===== src/rtl/ifetch_queue.sv =====
// Instruction fetch queue: single-outstanding imem fetch feeding a DEPTH-entry {pc, instr} FIFO for decode.
// Optional feature: define IFQ_BYPASS_EN to forward an ack straight to decode when the FIFO is empty.
module ifetch_queue #(
  parameter int DEPTH = 4
) (
  input  logic        clk,
  input  logic        nRST,
  input  logic [31:0] pc_in,
  output logic        pc_write,
  input  logic        flush,
  output logic        imem_req,
  output logic [31:0] imem_addr,
  input  logic        imem_ack,
  input  logic [31:0] imem_rdata,
  output logic        id_valid,
  input  logic        id_ready,
  output logic [31:0] id_pc,
  output logic [31:0] id_instr
);
  localparam int PW = $clog2(DEPTH);

  typedef enum logic [1:0] {REQ, WAIT, DROP} state_t;

  state_t                  state_q, state_d;
  logic [31:0]             req_pc_q, req_pc_d;
  logic [DEPTH-1:0][31:0]  pc_mem_q, ins_mem_q;
  logic [PW-1:0]           wptr_q, rptr_q;
  logic [PW:0]             count_q, count_d;
  logic                    fifo_valid, pop, space, acc, push, byp;
  logic [31:0]             push_pc;

  assign fifo_valid = (count_q != '0);
  assign pop        = fifo_valid & id_ready;
  // A same-cycle pop frees a slot for this cycle's fetch.
  assign space      = (count_q - (PW+1)'(pop)) < (PW+1)'(DEPTH);

  always_comb begin
    state_d   = state_q;
    req_pc_d  = req_pc_q;
    imem_req  = 1'b0;
    imem_addr = req_pc_q;
    push_pc   = req_pc_q;
    acc       = 1'b0;
    if (nRST) begin
      case (state_q)
        REQ: begin
          if (space && !flush) begin
            imem_req  = 1'b1;
            imem_addr = pc_in;
            req_pc_d  = pc_in;
            push_pc   = pc_in;
            if (imem_ack) acc = 1'b1;
            else          state_d = WAIT;
          end
        end
        WAIT: begin
          imem_req = 1'b1;
          if (imem_ack) begin
            acc     = 1'b1;
            state_d = REQ;
          end
        end
        DROP: begin
          imem_req = 1'b1;
          if (imem_ack) state_d = REQ;
        end
        default: state_d = REQ;
      endcase
      // REQ never issues under flush; an open request is dropped unless acked now.
      if (flush && state_q != REQ) state_d = imem_ack ? REQ : DROP;
    end
  end

`ifdef IFQ_BYPASS_EN
  assign byp = acc & ~flush & ~fifo_valid & id_ready;
`else
  assign byp = 1'b0;
`endif

  assign push     = acc & ~flush & ~byp;
  assign pc_write = nRST & (flush | acc);
  assign id_valid = fifo_valid | byp;
  assign id_pc    = byp ? push_pc    : pc_mem_q[rptr_q];
  assign id_instr = byp ? imem_rdata : ins_mem_q[rptr_q];
  assign count_d  = count_q + (PW+1)'(push) - (PW+1)'(pop);

  always_ff @(posedge clk or negedge nRST) begin
    if (!nRST) begin
      state_q   <= REQ;
      req_pc_q  <= '0;
      pc_mem_q  <= '0;
      ins_mem_q <= '0;
      wptr_q    <= '0;
      rptr_q    <= '0;
      count_q   <= '0;
    end else begin
      state_q  <= state_d;
      req_pc_q <= req_pc_d;
      if (flush) begin
        wptr_q  <= '0;
        rptr_q  <= '0;
        count_q <= '0;
      end else begin
        if (push) begin
          pc_mem_q[wptr_q]  <= push_pc;
          ins_mem_q[wptr_q] <= imem_rdata;
          wptr_q            <= wptr_q + 1'b1;
        end
        if (pop) rptr_q <= rptr_q + 1'b1;
        count_q <= count_d;
      end
    end
  end
endmodule


===== config.mk =====
export PLATFORM = sky130hd
export DESIGN_NAME = ifetch_queue
export DESIGN_NICKNAME = d
export VERILOG_FILES = /design/src/rtl/ifetch_queue.sv
export SDC_FILE = /design/constraint.sdc
export NUM_CORES = 1
export LEC_CHECK = 0
export CELL_PAD_IN_SITES_DETAIL_PLACEMENT = 1
export CELL_PAD_IN_SITES_GLOBAL_PLACEMENT = 1
export CORE_UTILIZATION = 30
export CTS_BUF_LIST = sky130_fd_sc_hd__clkbuf_2
export CTS_CLUSTER_SIZE = 16
export DETAILED_ROUTE_END_ITERATION = 8
export GPL_TIMING_DRIVEN = 0
export MAX_ROUTING_LAYER = met4
export PLACE_DENSITY = 0.53
export SYNTH_ARGS = -nofsm -noshare
export SYNTH_HDL_FRONTEND = slang
export SYNTH_SLANG_ARGS = --single-unit

===== constraint.sdc =====
create_clock -name clk -period 3.4 [get_ports clk]
set_input_delay 0.34 -clock clk [delete_from_list [all_inputs] [get_ports clk]]
set_output_delay 0.34 -clock clk [all_outputs]
set_load 0.02 [all_outputs]

---- Yosys cells after proc, flatten, opt, wreduce, memory -nomap -nowiden ----
Cells that the tools add are included.
word-level totals
  flip-flop bits (word level) ............. 297
  input port bits ......................... 69
  output and inout port bits .............. 99
cells by class
  add/subtract/negate cells ............... 5
  order comparisons ....................... 4
  equality and inequality tests ........... 5
  muxes and demuxes ....................... 29
  bitwise operators ....................... 5
  reduce and logical (&&, ||, !) cells .... 12
operators with widths
  operator                                                                count
  128-bit bitwise mux                                                     2
  32-bit 2-to-1 mux                                                       6
  32-bit binary-select mux with 2-bit select                              2
  32-bit demux with 2-bit select                                          1
  2-bit 2-to-1 mux                                                        9
  2-bit by 3-bit < comparator with 1-bit output (second input constant)   2
  3-bit != test (second input constant)                                   2
  2-bit nonzero test                                                      3
  3-bit by 1-bit subtractor with 3-bit output                             2
  1-bit 2-to-1 mux                                                        5
  2-bit by 1-bit adder with 2-bit output (second input constant)          2
  1-bit case mux with 2 select lines                                      2
  2-bit case mux with 2 select lines                                      1
  4-bit AND reduction                                                     1
  3-bit by 1-bit adder with 3-bit output                                  1
  1-bit AND                                                               3
  1-bit logical AND                                                       3
  3-bit < comparator (second input constant)                              1
  3-bit 2-to-1 mux                                                        1
  3-bit by 1-bit != test with 1-bit output (second input constant)        1
  3-bit nonzero test                                                      1
  2-bit by 1-bit equality test with 1-bit output (second input constant)  1
  2-bit equality test (second input constant)                             1
  2-bit by 1-bit >= comparator with 1-bit output (second input constant)  1
  other kinds (6)                                                         6

---- Logic depth before layout (Yosys ltp) ----
Gate-level depths: netlist of the first run.
  word-level depth ........................ 12
  gate-level depth with buffers ........... 16
  mapped depth without buffers ............ 13

---- Worst setup path before layout of the first run ----
Ideal clock, no wire load.
  kind .................................... reg2reg
  start ................................... reg count_q[1]
  end ..................................... reg count_q[2]
  library setup time ...................... 132 ps
  arrival ................................. 3018 ps
  slack ................................... 250 ps
  stages on the path, launching flop included .. 16
  path buffers ............................ 4
  clock period less this slack ............ 3150 ps
  path through ............................ dfrtp_1 > or3b_1 > buf_2 > a2111oi_4 > buf_6 > buf_2 > buf_2 > inv_1 > ha_1 > inv_1 > ha_1 > inv_1 > fa_1 > xor2_1 > xnor2_1 > nor2_1
on the way
  longest elaborated chain between the ends .. 12
RTL lines
  what                                           line  text
  start: declaration                             28    logic [PW:0] count_q, count_d;
  start signal: assignment                       110   count_q <= count_d;
  3-bit nonzero test                             32    assign fifo_valid = (count_q != '0);
  1-bit AND                                      33    assign pop = fifo_valid & id_ready;
  3-bit by 1-bit subtractor with 3-bit output    35    assign space = (count_q - (PW+1)'(pop)) < (PW+1)'(DEPTH);
  3-bit < comparator                             35
  1-bit logical AND                              47    if (space && !flush) begin
  1-bit 2-to-1 mux                               47
  1-bit case mux with 2 select lines             45    case (state_q)
  1-bit 2-to-1 mux                               44    if (nRST) begin
  1-bit AND                                      80    assign push = acc & ~flush & ~byp;
  3-bit by 1-bit adder with 3-bit output         85    assign count_d = count_q + (PW+1)'(push) - (PW+1)'(pop);
  3-bit by 1-bit subtractor with 3-bit output *  85
  3-bit 2-to-1 mux *                             99    if (flush) begin
Mark *: on every way between the ends. The rest lies on a longest branch, timed or not.
A chain may end at the register's enable or synchronous reset.

---- Worst setup path in the final report of the first run ----
  start ................................... reg count_q[1]
  end ..................................... out imem_addr[19]
on the way
  longest elaborated chain between the ends .. 8
RTL lines
  what                                           line  text
  3-bit nonzero test                             32
  1-bit AND                                      33
  3-bit by 1-bit subtractor with 3-bit output *  35
  3-bit < comparator *                           35
  1-bit logical AND *                            47
  32-bit 2-to-1 mux *                            47
  32-bit 2-to-1 mux *                            --
  32-bit 2-to-1 mux *                            44
  end: declaration                               12    output logic [31:0] imem_addr,
Marks and branches as above.

==> impl_metrics.ini, run 1 <==
[run_status]
outcome = completed

[logic_synthesis]
seq_area_frac_synth = 0.562
synth_cell_type_count = 39
synth_largest_area_cell = dfrtp_1
synth_common_cells = dfrtp_1 (297), a21oi_1 (96), a31oi_1 (94), mux2_1 (92), inv_1 (71)
synth.area.top_cells = dfrtp_1 (56%), mux4_2 (11%), mux2_1 (7.8%)
avgSynthCellArea_um2 = 14.0
async_reset_ff_frac = 1.00
yosys_register_bits = 297
synth_most_common_cell = dfrtp_1
synth_edf_count = 0
ys.warnings.count = 0
syn_area_mm2 = 0.0132
synth_ff_type = dfrtp_1
synth_top_area_frac = 0.562
syn_inst = 946
syn_nets = 1025

[detailed_routing]
first_pass_iters = 4
wire_per_inst_um = 20.6
viasPerCell = 4.85
drc = 0
detail_route.iter0.violations = 420
vias = 9648
ant_nets = 0
drt-total-wl_um = 40900

[clocking]
ctsHtreeMaxLevel = 3
clock_latency_ns = 0.95
cts.sinks = 297
clkTransAtPathRegs_ns = 0.10
cts_root_buffer = clkbuf_2
cts_buffers = 86
clock_path_buffers = 3
cts_tree = yes

[finish]
drive_above_1_share = 0.342
area_growth_pct = 40.1
final_cells = 1991
layout.nets = 1437

[timing]
period_needed_ns = 3.38
slew_headroom = 0.466
worst_slack_ns = 0.0228
skew_ns = 0.0724
rsz0062_at_grt = yes
max_freq_mhz = 296
tightest_slew_ns = 0.801
hold_viol_final = 0
final-max-slew-violation-count = 0
finalSetupTns_ns = 0
setup_violations = 0
period_share = 0.993

[pwr]
p_leak_nw = 8.56
power_density_mw_per_mm2 = 815
ir_drop_mv = 0.512

[critical_path]
worst_path_largest_cell_delay_ns = 0.41
crit_path_end_kind = output port
crit_chain = or3b_1 -> buf_6 -> a211oi_4 -> buf_6 -> buf_12 -> buf_12 -> mux2i_4 -> inv_2 -> buf_6
crit_type = flop to output port
critPathRequiredTime_ns = 3.06
path_common_cell = buf_6
critPathTopFamily = buffers and inverters
arrival_ns = 3.04
cp.buffers_inverters = 6
critPathSlowestCell = dfrtp_2
worst_setup_path_start_kind = flop
cp_max_fo = 5

[placed_design]
globalplace.congestion = 0.732
dp.cells = 1701
port_buffers = 167
hpwl_um = 25000
dpl_worst_slack_ns = -1.21

[hold_path]
hold_path_class = input port to flop

[global_route]
grt_pass1_vias = 10500
grt_pass1_wl_um = 63800
grt_usage = 0.194
antenna_found_initial = 2
grt_overflow = 0
grt_max_degree = 101

[floorplan]
dieArea_mm2 = 0.0449
die_x_um = 212
start_util = 0.305
core_mm2 = 0.0433
die-height_um = 212
io_pins = 168
placementRows = 76

[run]
cap_violations = 0
[per-layer routing]
metal	routed length [µm]	vias up	global-route usage
li1	-	4350	-
met1	18500	4968	0.254
met2	19800	256	0.298
met3	1920	74	0.0438
met4	760	0	0.0652
met5	0	-	-
[final timing paths]
kind	start	endpoint	slack, ns	depth (start not counted)
worst max-delay path	count_q[1]	imem_addr[19]	0.02	9
worst min-delay path	id_ready	rptr_q[0]	0.18	4
worst max register to register	count_q[1]	count_q[2]	0.21	14
worst min register to register	pc_mem_q[30]	pc_mem_q[30]	0.49	1
max in group asynchronous	nRST	req_pc_q[15]	1.60	9
min in group asynchronous	nRST	ins_mem_q[51]	0.70	9
[what timing repair did]
item                       in CTS  in global routing
setup endpoints to repair     100                 39
buffers inserted               53                 28
pin swaps                       2                  2
resized for setup             366                 28
cloned                          3                  1
hold buffers                   69                  2
hold endpoints to repair      235                  5
[metrics by stage]
| stage | hold WS, ns | instance area, µm² | total power, mW | util |
|---|---|---|---|---|
| finish | 0.183 | 18500 | 15.1 | 0.428 |
| global placement | 0.467 | 15600 | 11.4 | 0.361 |
| global route | 0.0263 | 18500 | 16.1 | 0.428 |
| detailed placement | 0.285 | 15700 | 11.5 | 0.363 |
| floorplan | 0.0444 | 13200 | 8.66 | - |
| CTS | 0.00840 | 18200 | 15.0 | 0.421 |
[cells by family after synthesis]
group                    after synthesis  synth area share
flip-flops                           297             0.562
multiplexers                         260             0.270
AO/OA/AOI/OAI                        202            0.0905
buffers and inverters                149            0.0538
AND/OR/NAND/NOR                       24            0.0106
adder cells (fa/ha/maj)               10            0.0100
XOR/XNOR                               4           0.00265
[cells in the final DEF, fill, tap and decap left out, types with 19 or more instances in the layout]
cell,instances
a21oi_1,96
a31oi_1,94
buf_2,19
buf_4,79
buf_6,52
clkbuf_1,23
clkbuf_2,122
clkdlybuf4s50_1,95
dfrtp_1,295
dlygate4sd2_1,38
dlygate4sd3_1,63
inv_1,40
inv_2,32
mux2_1,92
mux2_2,41
mux2i_1,31
mux2i_4,31
mux4_2,64
[power breakdown]
group / internal (mW) / total, mW / switching (mW) / leakage, nW
sequential: 4.53 / 5.11 / 0.580 / 3.88
combinational: 3.84 / 7.49 / 3.65 / 4.15
clock: 0.933 / 2.47 / 1.54 / 0.527
total: 9.31 / 15.1 / 5.77 / 8.56
[registers in the layout (all words and copies together), names as in the netlist]
signal / cells
rptr_q: 2
wptr_q: 2
ins_mem_q: 128
count_q: 3
pc_mem_q: 128
state_q: 2
req_pc_q: 32
[worst register-to-register path, stage by stage, from the launching register on]
cell	delay (ns)
dfrtp_2	0.41
or3b_1	0.36
buf_6	0.15
buf_4	0.13
a2111oi_4	0.40
buf_6	0.25
inv_1	0.10
ha_1	0.29
inv_1	0.06
ha_1	0.13
inv_1	0.05
fa_1	0.37
xor2_1	0.17
xnor2_1	0.13
nor2_1	0.05
[cell type report]
class                   instances  area, µm²
fillers                      4572      24800
flip-flops and latches        297       7430
multi-input cells             500       5480
repair buffers                326       3380
well taps                     585        732
clock buffers                 122        611
plain buffers                  76        556
inverters                      71        267
clock inverters                12       48.8
diodes                          2       5.00
(Power assumes the default switching activity.)
==> inputs of run 2 (changes only) <==
HOLD_SLACK_MARGIN = 0.05   (was default)
==> run 2 against run 1 <==
Routed wire length up 0.13%. Global-route usage barely moved. Core utilization is 0.20 points higher. Largest power group unchanged.
==> impl_metrics.ini, run 2 (synthesis results as in run 1) <==
[detailed_routing]
wire_per_inst_um = 20.5
ant_nets = 0
vias = 9674
detail_route.iter0.violations = 408
viasPerCell = 4.84
drc = 0
drt-total-wl_um = 41000
first_pass_iters = 4

[critical_path]
critPathRequiredTime_ns = 3.06
crit_type = flop to output port
worst_setup_path_start_kind = flop
crit_path_end_kind = output port
cp_max_fo = 5
arrival_ns = 3.05

[finish]
fillers = 4568
top_regs = ins_mem_q: 128 flops, pc_mem_q: 128 flops, req_pc_q: 32 flops
layout_common_cells = dfrtp_1 (295), clkbuf_2 (122), a21oi_1 (96)
area_growth_pct = 40.7
utilization = 0.430
multi_input_area_mm2 = 0.00548
final_area_mm2 = 0.0186
layout.nets = 1444
drive_above_1_share = 0.342
layout_commonest_cell = dfrtp_1
regArea_mm2 = 0.00743

[global_route]
grt_usage = 0.195
antenna_found_initial = 2
grt_pass1_vias = 10600
grt_max_degree = 101
grt_overflow = 0
grt_pass1_wl_um = 63900

[pwr]
p_sw_frac = 0.382
power_density_mw_per_mm2 = 811
power.total_mw = 15.1
ir_drop_mv = 0.512
p_leak_nw = 8.60
internal_power_mw = 9.33
netSwitchingPower_mw = 5.77
seq_power_share = 0.339
clockPowerShare = 0.164
combPwrFrac = 0.497

[clocking]
clkTransAtPathRegs_ns = 0.10
clock_latency_ns = 0.96
clock_path_buffers = 3
cts.sinks = 297
cts_buffers = 86
cts_tree = yes
cts_root_buffer = clkbuf_2
ctsHtreeMaxLevel = 3

[hold_path]
hold_path_class = input port to flop

[timing]
skew_ns = 0.0780
rsz0062_at_grt = yes
tightest_slew_ns = 0.836
setup_violations = 0
period_share = 0.996
final-max-slew-violation-count = 0
period_needed_ns = 3.39
worst_slack_ns = 0.0125
slew_headroom = 0.442
max_freq_mhz = 295
hold_viol_final = 0
whs_ns = 0.177

[placed_design]
dpl_worst_slack_ns = -1.21
port_buffers = 167
globalplace.congestion = 0.732
hpwl_um = 25000
postPlaceCellArea_mm2 = 0.0157

[floorplan]
die-height_um = 212
core_mm2 = 0.0433
dieArea_mm2 = 0.0449
die_x_um = 212
start_util = 0.305
placementRows = 76
io_pins = 168

[run_status]
outcome = completed

[run]
cap_violations = 0
-- run 2: cell types whose count changed in the layout (fill, tap and decap cells not counted) --
cell / delta
buf_16: +1
buf_4: +1
dlygate4sd3_1: +5
-- run 2: worst max-delay path, stage by stage, from the launching register on --
cell and delay, ns:
dfrtp_2 0.41, or3b_1 0.36, buf_6 0.15, a211oi_4 0.25, buf_6 0.17, buf_12 0.14
buf_12 0.15, mux2i_4 0.25, inv_2 0.06, buf_6 0.13
-- run 2: timing repair --
item | in CTS | in global routing
resized for setup | 366 | 28
setup endpoints to repair | 100 | 39
pin swaps | 2 | 2
buffers inserted | 53 | 29
endpoints found under the hold margin | 305 | 1
hold buffers | 76 | 1
gates cloned | 3 | 1
-- run 2: path summary, 6_finish.rpt --
path                                    from             to  slack, ns  depth (start not counted)
worst max-delay path              count_q[1]  imem_addr[19]       0.01                          9
max in group asynchronous               nRST   ins_mem_q[1]       1.75                         10
min in group asynchronous               nRST      rptr_q[1]       0.73                          9
worst max register to register    count_q[1]     count_q[2]       0.21                         14
worst min register to register  pc_mem_q[30]   pc_mem_q[30]       0.49                          1
worst min-delay path                id_ready      rptr_q[0]       0.18                          4
-- run 2: layer usage --
layer,global-route usage,share of wire
met5,-,0
met4,0.0652,0.018
met3,0.0438,0.046
met2,0.300,0.48
met1,0.253,0.45
-- run 2: final cells by class --
| class | count | area share |
|---|---|---|
| diodes | 2 | 0.000269 |
| plain buffers | 76 | 0.0299 |
| clock buffers | 122 | 0.0328 |
| clock inverters | 12 | 0.00262 |
| inverters | 71 | 0.0143 |
| multi-input cells | 500 | 0.295 |
| flip-flops and latches | 297 | 0.400 |
| well taps | 585 | 0.0394 |
| repair buffers | 333 | 0.186 |
-- run 2: metrics by stage --
step                instances  setup TNS [ns]
finish                   1998               0
global route             1998           -4.61
CTS                      1966           -2.36
detailed placement       1701          -73.63
global placement         1698        -7722.93
floorplan                 946               0
-- run 2: power by group through the flow --
stage	logic (mW)	clock network (mW)	registers, mW
after floorplan	3.75	0	4.90
after global placement	6.34	0	5.08
after detailed placement	6.39	0	5.08
after CTS	7.30	2.64	5.11
after global routing	8.05	2.82	5.22
final	7.51	2.47	5.11
==> inputs of run 3 (changes only) <==
clock period = 3.6 ns   (was 3.4 ns; I/O delays follow)
==> run 3 against run 2 <==
Clock skew fell by 0.0044 ns. Largest power group unchanged. Power fell by 7.1%. Sequential share of layout area rose by 0.73 points. Highest routed layer unchanged. Global-route usage fell by 0.11 points. Worst setup slack improved by 0.16 ns. Largest cell class unchanged.
==> impl_metrics.ini, run 3 (synthesis results as in run 1) <==
[finish]
final_cells = 1973
layout_commonest_cell = dfrtp_1
layout.nets = 1419
area_growth_pct = 38.1
layout_common_cells = dfrtp_1 (296), clkdlybuf4s50_1 (133), clkbuf_2 (129)
drive_above_1_share = 0.317
fillers = 4585
top_regs = ins_mem_q: 128 flops, pc_mem_q: 128 flops, req_pc_q: 32 flops

[timing]
hold_viol_final = 0
tightest_slew_ns = 0.854
rsz0062_at_grt = yes
period_needed_ns = 3.43
period_share = 0.952
final-max-slew-violation-count = 0
max_freq_mhz = 292
slew_headroom = 0.431
whs_ns = 0.206
setup_violations = 0
skew_ns = 0.0736

[floorplan]
core_mm2 = 0.0433
dieArea_mm2 = 0.0449
die-height_um = 212
placementRows = 76
start_util = 0.305
die_x_um = 212
io_pins = 168

[critical_path]
path_common_cell = buf_16
arrival_ns = 3.07
worst_path_largest_cell_delay_ns = 0.56
critPathRequiredTime_ns = 3.24
cp_max_fo = 6
critPathSlowestCell = dlygate4sd3_1
worst_setup_path_start_kind = input port
crit_chain = dlygate4sd3_1 -> buf_8 -> buf_16 -> buf_16 -> buf_16 -> buf_16 -> buf_16 -> buf_16 -> nand2_1 -> a211oi_4 -> buf_6 -> buf_6 -> buf_12 -> buf_12 -> mux2i_4 -> inv_2 -> buf_6
rr_worst_depth = 15
crit_type = input port to output port
crit_path_end_kind = output port

[clocking]
cts_buffers = 86
cts.sinks = 297
clock_latency_ns = 0.96
cts_root_buffer = clkbuf_2
ctsHtreeMaxLevel = 3
clock_path_buffers = 3
clkTransAtPathRegs_ns = 0.10
cts_tree = yes

[pwr]
p_leak_nw = 8.35
ir_drop_mv = 0.398
power_density_mw_per_mm2 = 768
seq_power_share = 0.344
internal_power_mw = 8.67
p_sw_frac = 0.382
power.total_mw = 14.0
clockPowerShare = 0.166
combPwrFrac = 0.490
netSwitchingPower_mw = 5.35

[hold_path]
hold_path_class = input port to flop
hold_depth = 4

[placed_design]
globalplace.congestion = 0.732
hpwl_um = 25000
port_buffers = 167
dp.cells = 1701

[global_route]
grt_max_degree = 101
grt_usage = 0.194
grt_overflow = 0
antenna_found_initial = 2
grt_pass1_wl_um = 63600
grt_pass1_vias = 10500

[detailed_routing]
drc = 0
first_pass_iters = 4
viasPerCell = 4.85
vias = 9575
ant_nets = 0
wire_per_inst_um = 20.5
drt-total-wl_um = 40500
detail_route.iter0.violations = 399

[run]
cap_violations = 0

[run_status]
outcome = completed
==> run 3: cell count changes in the layout (fill, tap and decap cells not counted), sizes merged <==
cell | previous run | this run
buf | 182 | 148
dlygate4sd2 | 38 | 0
dlygate4sd3 | 68 | 69
clkdlybuf4s50 | 95 | 133
clkbuf | 148 | 156
==> run 3: final timing paths <==
path | startpoint | end | slack (ns)
worst max-delay path | nRST | imem_addr[10] | 0.17
worst min-delay path | id_ready | rptr_q[0] | 0.21
worst max register to register | count_q[1] | count_q[2] | 0.23
worst min register to register | pc_mem_q[30] | pc_mem_q[30] | 0.49
max in group asynchronous | nRST | pc_mem_q[120] | 1.82
min in group asynchronous | nRST | ins_mem_q[115] | 0.76
==> run 3: routing by layer <==
layer | share of wire | up-vias | GRT usage
li1 | - | 4304 | -
met1 | 0.46 | 4937 | 0.254
met2 | 0.48 | 259 | 0.295
met3 | 0.048 | 75 | 0.0433
met4 | 0.018 | 0 | 0.0642
met5 | 0 | - | -
==> run 3: metrics by stage <==
| stage | setup TNS (ns) | area (µm²) | util | setup slack [ns] |
|---|---|---|---|---|
| after global routing | -0.325 | 18300 | 0.422 | -0.0566 |
| final | 0 | 18300 | 0.422 | 0.174 |
| after CTS | -0.0266 | 18200 | 0.420 | -0.0155 |
| after floorplan | 0 | 13200 | - | 0.450 |
| after global placement | -7610.93 | 15600 | 0.361 | -13.67 |
| after detailed placement | -38.33 | 15700 | 0.363 | -1.03 |
==> run 3: critical path, delay by kind of cell <==
family	cells	cell delay, ns
AOI/OAI and AO/OA	1	0.27
muxes	1	0.23
buffers and inverters	14	2.10
and+or+nand+nor	1	0.09
==> run 3: what timing repair did <==
| action | 4_1_cts | 5_1_grt |
|---|---|---|
| hold endpoints to repair | 271 | 2 |
| cloned | 2 | 0 |
| setup endpoints to repair | 99 | 87 |
| pin swaps | 1 | 0 |
| hold buffers | 78 | 1 |
| resized for setup | 214 | 74 |
| setup buffers | 45 | 13 |
==> run 3: final cells by class <==
type / instances / area [µm²] / area share
clock buffer: 122 / 611 / 0.0334
inverter: 71 / 267 / 0.0146
timing repair buffer: 308 / 3180 / 0.174
multi-input combinational: 500 / 5480 / 0.300
clock inverter: 12 / 48.8 / 0.00267
antenna: 2 / 5.00 / 0.000274
buffer: 76 / 507 / 0.0278
sequential: 297 / 7430 / 0.407
tap: 585 / 732 / 0.0401
==> run 3: power groups by stage <==
stage,logic (mW),clock network [mW],registers (mW)
floorplan,3.55,0,4.63
global placement,5.98,0,4.79
detailed placement,6.03,0,4.80
CTS,6.78,2.49,4.82
global route,7.36,2.66,4.93
finish,6.86,2.33,4.82
